===== src/rtl/uart_pkg.sv =====
// uart_pkg: state encoding and baud-rate helper shared by both ends of the UART link
package uart_pkg;

   typedef enum logic [1:0] {IDLE, START, DATA, STOP} uart_state_t;

   function automatic int clks_per_bit(input int clk_freq, input int baudrate);
      return clk_freq / baudrate;
   endfunction

endpackage


===== src/rtl/uart_sync.sv =====
// uart_sync: two-flop synchronizer for one asynchronous input
//   i_clk   : clock, rising edge
//   i_rst_n : synchronous active-low reset, loads RST_VAL into both flops
//   i_d     : asynchronous input
//   o_q     : synchronized output
module uart_sync #(
   parameter logic RST_VAL = 1'b1
) (
   input  logic i_clk,
   input  logic i_rst_n,
   input  logic i_d,
   output logic o_q
);

   logic r_meta;
   logic r_q;

   always_ff @(posedge i_clk) begin
      if (!i_rst_n) begin
         r_meta <= RST_VAL;
         r_q    <= RST_VAL;
      end else begin
         r_meta <= i_d;
         r_q    <= r_meta;
      end
   end

   assign o_q = r_q;

endmodule


===== src/rtl/uart_rx.sv =====
// uart_rx: 8N1-style serial receiver, LSB first, mid-bit sampling
//   i_clk          : clock, rising edge
//   i_rst_n        : synchronous active-low reset
//   i_rx_line      : serial line, idle high, asynchronous to i_clk
//   o_receive_data : last good word, held until the next good frame
//   o_rx_ready     : one-cycle pulse when o_receive_data is updated
//   o_frame_error  : one-cycle pulse when the stop bit is sampled low
//   o_busy         : high while a frame is in progress
module uart_rx
   import uart_pkg::*;
#(
   parameter int CLK_FREQ   = 1036800,
   parameter int BAUDRATE   = 115200,
   parameter int DATA_WIDTH = 7
) (
   input  logic                  i_clk,
   input  logic                  i_rst_n,
   input  logic                  i_rx_line,
   output logic [DATA_WIDTH-1:0] o_receive_data,
   output logic                  o_rx_ready,
   output logic                  o_frame_error,
   output logic                  o_busy
);

   localparam int CPB  = clks_per_bit(CLK_FREQ, BAUDRATE);
   localparam int HALF = CPB / 2;
   localparam int CW   = $clog2(CPB);
   localparam int BW   = $clog2(DATA_WIDTH + 1);
   localparam logic [CW-1:0] HALF_M1 = CW'(HALF - 1);
   localparam logic [CW-1:0] CPB_M1  = CW'(CPB - 1);
   localparam logic [BW-1:0] LAST    = BW'(DATA_WIDTH - 1);

   uart_state_t           r_state, w_next;
   logic [CW-1:0]         r_baud, w_baud_nxt;
   logic [BW-1:0]         r_bit, w_bit_nxt;
   logic [DATA_WIDTH-1:0] r_shift, w_shift_nxt;
   logic [DATA_WIDTH-1:0] r_data, w_data_nxt;
   logic                  r_ready, w_ready_nxt;
   logic                  r_ferr, w_ferr_nxt;
   logic                  r_prev;
   logic                  w_sync;
   logic                  w_fall;

   uart_sync #(.RST_VAL(1'b1)) u_sync (
      .i_clk   (i_clk),
      .i_rst_n (i_rst_n),
      .i_d     (i_rx_line),
      .o_q     (w_sync)
   );

   // A line held low never produces a 1->0 transition, so a break cannot retrigger.
   assign w_fall = r_prev & ~w_sync;

   always_ff @(posedge i_clk) begin
      if (!i_rst_n) begin
         r_state <= IDLE;
         r_baud  <= '0;
         r_bit   <= '0;
         r_shift <= '0;
         r_data  <= '0;
         r_ready <= 1'b0;
         r_ferr  <= 1'b0;
         r_prev  <= 1'b1;
      end else begin
         r_state <= w_next;
         r_baud  <= w_baud_nxt;
         r_bit   <= w_bit_nxt;
         r_shift <= w_shift_nxt;
         r_data  <= w_data_nxt;
         r_ready <= w_ready_nxt;
         r_ferr  <= w_ferr_nxt;
         r_prev  <= w_sync;
      end
   end

   always_comb begin
      w_next      = r_state;
      w_baud_nxt  = r_baud + 1'b1;
      w_bit_nxt   = r_bit;
      w_shift_nxt = r_shift;
      w_data_nxt  = r_data;
      w_ready_nxt = 1'b0;
      w_ferr_nxt  = 1'b0;
      case (r_state)
         IDLE: begin
            w_baud_nxt = '0;
            w_bit_nxt  = '0;
            w_next     = w_fall ? START : IDLE;
         end
         START: if (r_baud == HALF_M1) begin
            w_baud_nxt = '0;
            w_bit_nxt  = '0;
            w_next     = w_sync ? IDLE : DATA;
         end
         DATA: if (r_baud == CPB_M1) begin
            w_baud_nxt  = '0;
            w_shift_nxt = DATA_WIDTH'({w_sync, r_shift} >> 1);
            w_bit_nxt   = r_bit + 1'b1;
            w_next      = (r_bit == LAST) ? STOP : DATA;
         end
         STOP: if (r_baud == CPB_M1) begin
            // Leaving at mid-stop-bit lets a start bit follow with no idle gap.
            w_baud_nxt  = '0;
            w_next      = IDLE;
            w_ready_nxt = w_sync;
            w_ferr_nxt  = ~w_sync;
            w_data_nxt  = w_sync ? r_shift : r_data;
         end
         default: w_next = IDLE;
      endcase
   end

   assign o_receive_data = r_data;
   assign o_rx_ready     = r_ready;
   assign o_frame_error  = r_ferr;
   assign o_busy         = (r_state != IDLE);

endmodule


===== config.mk =====
export PLATFORM = sky130hd
export DESIGN_NAME = uart_rx
export DESIGN_NICKNAME = d
export VERILOG_FILES = /design/src/rtl/uart_pkg.sv /design/src/rtl/uart_sync.sv /design/src/rtl/uart_rx.sv
export SDC_FILE = /design/constraint.sdc
export NUM_CORES = 1
export LEC_CHECK = 0
export CORE_UTILIZATION = 53
export CTS_CLUSTER_SIZE = 25
export DETAILED_ROUTE_END_ITERATION = 10
export PLACE_DENSITY = 0.77
export SETUP_SLACK_MARGIN = 0.05
export SLEW_MARGIN = 5
export SYNTH_ARGS = -nofsm -noshare
export SYNTH_HDL_FRONTEND = slang
export SYNTH_SLANG_ARGS = --single-unit

===== constraint.sdc =====
create_clock -name i_clk -period 1.9 [get_ports i_clk]
set_input_delay 0.19 -clock i_clk [delete_from_list [all_inputs] [get_ports i_clk]]
set_output_delay 0.19 -clock i_clk [all_outputs]
set_load 0.05 [all_outputs]

==> results.cfg <==
[clocking]
cts_tree = done
cts_resized = 0
post_cts_buffers = 0
tritoncts.num_buffers = 3
ctsHoldBuffers = 0
clk_pin_slew_ns = 0.14
clockBufferDepth = 2
cts_sinks = 28
clock_latency_ns = 0.32
htreeDepth = 1
root_buffer = clkbuf_4

[yosys]
synth_nets = 140
synth_edf_count = 0
synth_area_leader_cell = dfxtp_1
ys.flop_type = dfxtp_1
synthCells = 133
synthesis.area_um2 = 1171
synth-seq-cells = 28
synthDistinctLibCells = 33
yosys-top-cells-count = dfxtp_1 (28), nand3_1 (19), a21oi_1 (15), o21ai_0 (15), clkbuf_1 (8)
synth_top_area_share = 0.4786
ys_top_cells_by_area = dfxtp_1 (48%), nand3_1 (8.1%), a21oi_1 (6.4%), o21ai_0 (6.4%), ha_1 (4.3%)
synth_most_common_cell = dfxtp_1
ys_seq_area_frac = 0.4786
synthArstFlopShare = 0
syn_area_per_cell_um2 = 8.805
yosys_warnings = 0

[worst_setup_path]
rr_worst_depth = 4
crit_path_end = o_receive_data[6]
cp.depth = 1
critPathCaptureType = output port
r2r-start = r_baud[0]
max_stage_delay_ns = 0.81
setup.worst_path.start_class = flip-flop
crit_required_ns = 1.71
cp-startpoint = o_receive_data[6]
worst-path-buf-inv = 1
worstPathMaxFanout = 2
crit_chain = clkdlybuf4s50_1
arrival_ns = 1.50
r2r_slack_ns = 0.29
path_delay_family = buffers and inverters
crit_path_top_delay_cell = clkdlybuf4s50_1
crit_type = flip-flop to output port

[global_routing]
grt_max_degree = 21
grtUsageMet3 = 0.03738
busiest_layer = met2
overflow = 0
gr-usage-met2 = 0.2963
grt_usage = 0.2001
antenna_found_initial = 0
met1_usage = 0.2882
grt_pass1_wl_um = 3746
grt_pass1_vias = 812

[layout]
fillCellCount = 162
fin_cells = 168
layout-drive-gt1-share = 0.07092
diodes = 0
finish.utilization = 0.6646
layout.nets = 149
areaGrowthSynthToFinish_pct = 14.74

[sta]
rsz0062_at_grt = false
whs_ns = 0.4024
finalSetupViolCount = 0
max_freq_mhz = 593.1
hold_viol = 0
drv_slew = 0
final.min_clock_period_ns = 1.686
setup-tns-final_ns = 0
worst_pin_slew_ns = 0.5923
post-route-period-util = 0.8874
fin_skew_ns = 0.002681
maxSlewHeadroom = 0.6047

[job]
maxCapViolations = 0

[place]
gp_congestion = 0.8054
portBuffers = 12
dp.final_hpwl_um = 1579
placed_cells = 164

[die]
initial_utilization = 0.5792
row_count = 16
die_h_um = 49.01
ioPinCount = 13
die_area_um2 = 2401
core_region_area_um2 = 2022
die_x_um = 49.01

[route]
routedWlPerCell_um = 13.42
drtIter0Drc = 32
drc = 0
ant_nets = 0
via_per_inst = 5.911
first_pass_iters = 5
routed_wl_um = 2254
num_vias = 993

[power_and_ir_drop]
p_switching_w = 0.0002005
p_seq_frac = 0.587
cellLeakagePower_nw = 0.4569
p_clk_frac = 0.376
vdd_drop_max_mv = 0.5854
comb_power_share = 0.037
swShare = 0.1966
internal_power_w = 0.0008195
p_per_area_nw_per_um2 = 759.0

[status]
status = completed

[worst_hold_path]
hp-class = primary input to flip-flop
-- area by class of cell --
| type | instances | area (um2) | share of cell area |
|---|---|---|---|
| Sequential cell | 28 | 560.5 | 0.4171 |
| Multi-Input combinational cell | 90 | 545.5 | 0.4060 |
| Timing Repair Buffer | 14 | 132.6 | 0.09870 |
| Tap cell | 27 | 33.78 | 0.02514 |
| Clock inverter | 1 | 30.03 | 0.02235 |
| Clock buffer | 3 | 22.52 | 0.01676 |
| Inverter | 5 | 18.77 | 0.01397 |
-- cell families after synthesis --
| kind of cell | synth area share |
|---|---|
| XOR/XNOR | 0.01496 |
| AND/OR/NAND/NOR | 0.2415 |
| flip-flops | 0.4786 |
| AO/OA/AOI/OAI | 0.1667 |
| buffers and inverters | 0.05555 |
| adder cells (fa/ha/maj) | 0.04274 |
-- worst min-delay path by stage --
stage,startpoint,end,slack [ns],cells after the start
4_1_cts,i_rx_line,u_sync.r_meta,0.40,2
3_3_place_gp,u_sync.r_meta,u_sync.o_q,0.41,1
5_1_grt,i_rx_line,u_sync.r_meta,0.41,2
2_1_floorplan,i_rst_n,u_sync.o_q,0.26,1
6_report,i_rx_line,u_sync.r_meta,0.40,2
3_5_place_dp,u_sync.r_meta,u_sync.o_q,0.41,1
-- sequential cells by signal (all words and copies together) (netlist names), 3 cells and up, named ones only --
name	cells
r_baud	4
r_bit	3
o_receive_data	7
r_shift	7
-- layout by cell type (no fill, tap or decap) --
cell	instances
a2111oi_0	1
a21oi_1	15
a22oi_1	1
a311oi_1	1
a31oi_1	2
and3_1	3
and3b_1	1
and4b_1	1
and4bb_2	1
buf_4	3
bufinv_16	1
clkbuf_4	3
clkdlybuf4s50_1	11
dfxtp_1	28
ha_1	4
inv_1	5
nand2_1	3
nand2b_1	3
nand3_1	19
nand3b_1	2
nand4_1	2
nand4b_1	1
nor2_1	5
nor2b_1	1
nor3_1	1
nor4_1	1
o21ai_0	15
o31ai_1	1
or2_2	1
or3b_4	1
or4_1	1
or4b_1	1
xnor2_1	1
xor2_1	1
-- stage by stage --
step	setup WS (ns)	cell area (um2)	power [W]
2_1_floorplan	0.2430	1171	0.0006338
3_3_place_gp	0.3564	1291	0.0006484
3_5_place_dp	0.3356	1291	0.0006484
4_1_cts	0.2037	1344	0.001031
5_1_grt	0.1511	1344	0.001060
6_report	0.2139	1344	0.001020
-- layer usage --
layer,vias up,wire length [um]
met2,32,1027
li1,491,-
met1,464,1102
met5,-,0
met3,6,91
met4,0,32
-- power groups by stage --
stage | Sequential, W | Combinational [W] | Clock [W]
after global placement | 0.000611 | 0.0000371 | 0
after global routing | 0.000600 | 0.0000407 | 0.000419
final | 0.000599 | 0.0000373 | 0.000384
after detailed placement | 0.000611 | 0.0000370 | 0
after floorplan | 0.000608 | 0.0000262 | 0
after CTS | 0.000599 | 0.0000372 | 0.000395
Note: power is estimated with default switching activity, not from simulation.
==> edit: new RTL, same settings <==
Register the output `o_frame_error` once more, with the module's reset; this adds one clock of latency there. The other outputs are not delayed to match. Comments in the files are not updated.
--- a/src/rtl/uart_rx.sv
+++ b/src/rtl/uart_rx.sv
@@ -113,5 +113,11 @@
    assign o_receive_data = r_data;
    assign o_rx_ready     = r_ready;
-   assign o_frame_error  = r_ferr;
+   always_ff @(posedge i_clk) begin
+      if (!i_rst_n) begin
+         o_frame_error <= '0;
+      end else begin
+         o_frame_error <= r_ferr;
+      end
+   end
    assign o_busy         = (r_state != IDLE);
 
Check against the original RTL: same outputs for any inputs over 10 cycles, from zero or initial values and one cycle with i_rst_n low; that may be too few to reach the edited logic, so the function may still have changed.
==> edit against the unedited design <==
Via count is 1.2% higher; final cell count increased by 3.6%; total power up 1.5%; synthesized cell count increased by 1.5%; final area is 2.7% higher; area after synthesis rose by 2.2%; sequential share of layout area increased by 0.35 points; register-to-register slack got worse by 0.04 ns; routed wire length grew 4.8%; setup slack better by 0.037 ns; clock skew fell by 0.00058 ns; sequential cell count grew 1; largest cell class unchanged.
==> edit: results (changes against the unedited design) <==
| Item | Reported | Unit | vs unedited |
|:---|:---|:---|:---|
| Deepest level of the CTS H-tree | 2 | - | was 1 |
| Via-to-Cell Ratio | 5.78 | - | was 5.91 |
| Number of global-route vias before repair | 925 | - | was 812 |
| Reg clk slew, reported paths | 0.08 | ns | was 0.14 ns |
| Grt met3 use | 10.5 | % | was 3.74% |
| HPWL reported at the end of detailed placement | 1620 | um | was 1580 um |
| Via total after detailed routing | 1005 | - | was 993 |
| Most common library cells after synthesis | sky130_fd_sc_hd__dfxtp_1, sky130_fd_sc_hd__nand3_1, sky130_fd_sc_hd__a21oi_1, sky130_fd_sc_hd__o21ai_0, sky130_fd_sc_hd__clkbuf_1 | - | unchanged |
| Nets in the synthesized netlist | 142 | - | was 140 |
| Number of nets in the layout | 154 | - | was 149 |
| Number of distinct library cells after synthesis | 34 | - | was 33 |
| Layout cells sized above 1 | 8.84 | % | was 7.09% |
| Transition time of the tightest slew-check pin | 0.494 | ns | was 0.592 ns |
| Met2 Use GR | 32.9 | % | was 29.6% |
| CTS buffer count | 5 | - | was 3 |
| Run status | finished clean | - | unchanged |
| Sequential cell area fraction in the yosys report | 48.5 | % | was 47.9% |
| Worst endpoint data arrival time | 1.46 | ns | was 1.50 ns |
| Final clock skew | 0.00210 | ns | was 0.00268 ns |
| Maximum number of buffers from clock root to sink | 2 | - | unchanged |
| Maximum resistive drop on vdd | 495 | uV | was 585 uV |
| Placer congestion estimate | 0.850 | - | was 0.805 |
| First-pass DRT Iterations | 4 | - | was 5 |
| Maximum number of pins on one net before global-route repair | 17 | - | was 21 |
| Cell types occupying the most area after synthesis | sky130_fd_sc_hd__dfxtp_1, sky130_fd_sc_hd__nand3_1, sky130_fd_sc_hd__a21oi_1, sky130_fd_sc_hd__o21ai_0, sky130_fd_sc_hd__ha_1 | - | unchanged |
| DRC violation total after the first TritonRoute iteration | 34 | - | was 32 |
| WL/cell | 13.6 | um | was 13.4 um |
| Register-to-register setup slack | 0.25 | ns | was 0.29 ns |
| Avg Synthesized Cell Area | 8.87 | um^2 | was 8.81 um^2 |
| Gr usage total | 22.3 | % | was 20.0% |
| Dpl cells | 167 | - | was 164 |
[edit: cell types whose count changed in the layout (fill, tap and decap cells not counted), sizes merged]
cell,before,now
buf,3,4
clkbuf,3,7
dfxtp,28,29
and2,0,1
bufinv,1,0
[edit: routing by layer]
metal / part of all wire (%) / vias up / wire length (um)
met5: 0 / - / 0
met4: 0.85 / 0 / 20
met3: 8.7 / 3 / 206
met2: 45 / 39 / 1060
met1: 45 / 457 / 1070
li1: - / 506 / -
[edit: final timing paths]
| path | startpoint | to |
|---|---|---|
| setup / recovery | o_receive_data[5] | o_receive_data[5] |
| hold / removal | i_rx_line | u_sync.r_meta |
| setup reg to reg | r_baud[0] | flop |
| hold reg to reg | u_sync.r_meta | u_sync.o_q |
[edit: layout make-up]
class	count	area (um^2)
flip-flops and latches	29	581
inverters	5	18.8
fillers	188	662
clock buffers	7	55.1
repair buffers	15	140
well taps	27	33.8
multi-input cells	91	552
[edit: logic make-up after synthesis]
family / after synthesis / share of synthesized area, %
simple gates: 49 / 24.1
compound gates: 36 / 16.3
flops: 29 / 48.5
buf+inv: 15 / 5.43
fa+ha+maj: 4 / 4.18
xor+xnor: 2 / 1.46
[edit: per-stage QoR]
step           total power (uW)  hold WS, ns  setup slack [ns]  instance area [um^2]
5_1_grt                    1070        0.438             0.192                  1380
6_report                   1040        0.420             0.251                  1380
2_1_floorplan               655        0.263             0.243                  1200
3_5_place_dp                672        0.422             0.264                  1330
3_3_place_gp                671        0.387             0.363                  1330
4_1_cts                    1040        0.421             0.245                  1380
[edit: power by group]
part	switching, uW	leakage [uW]	total, uW	internal, uW
sequential	7.01	0.000234	619	612
clock	203	0.0000314	377	174
combinational	24.2	0.000211	39.8	15.6
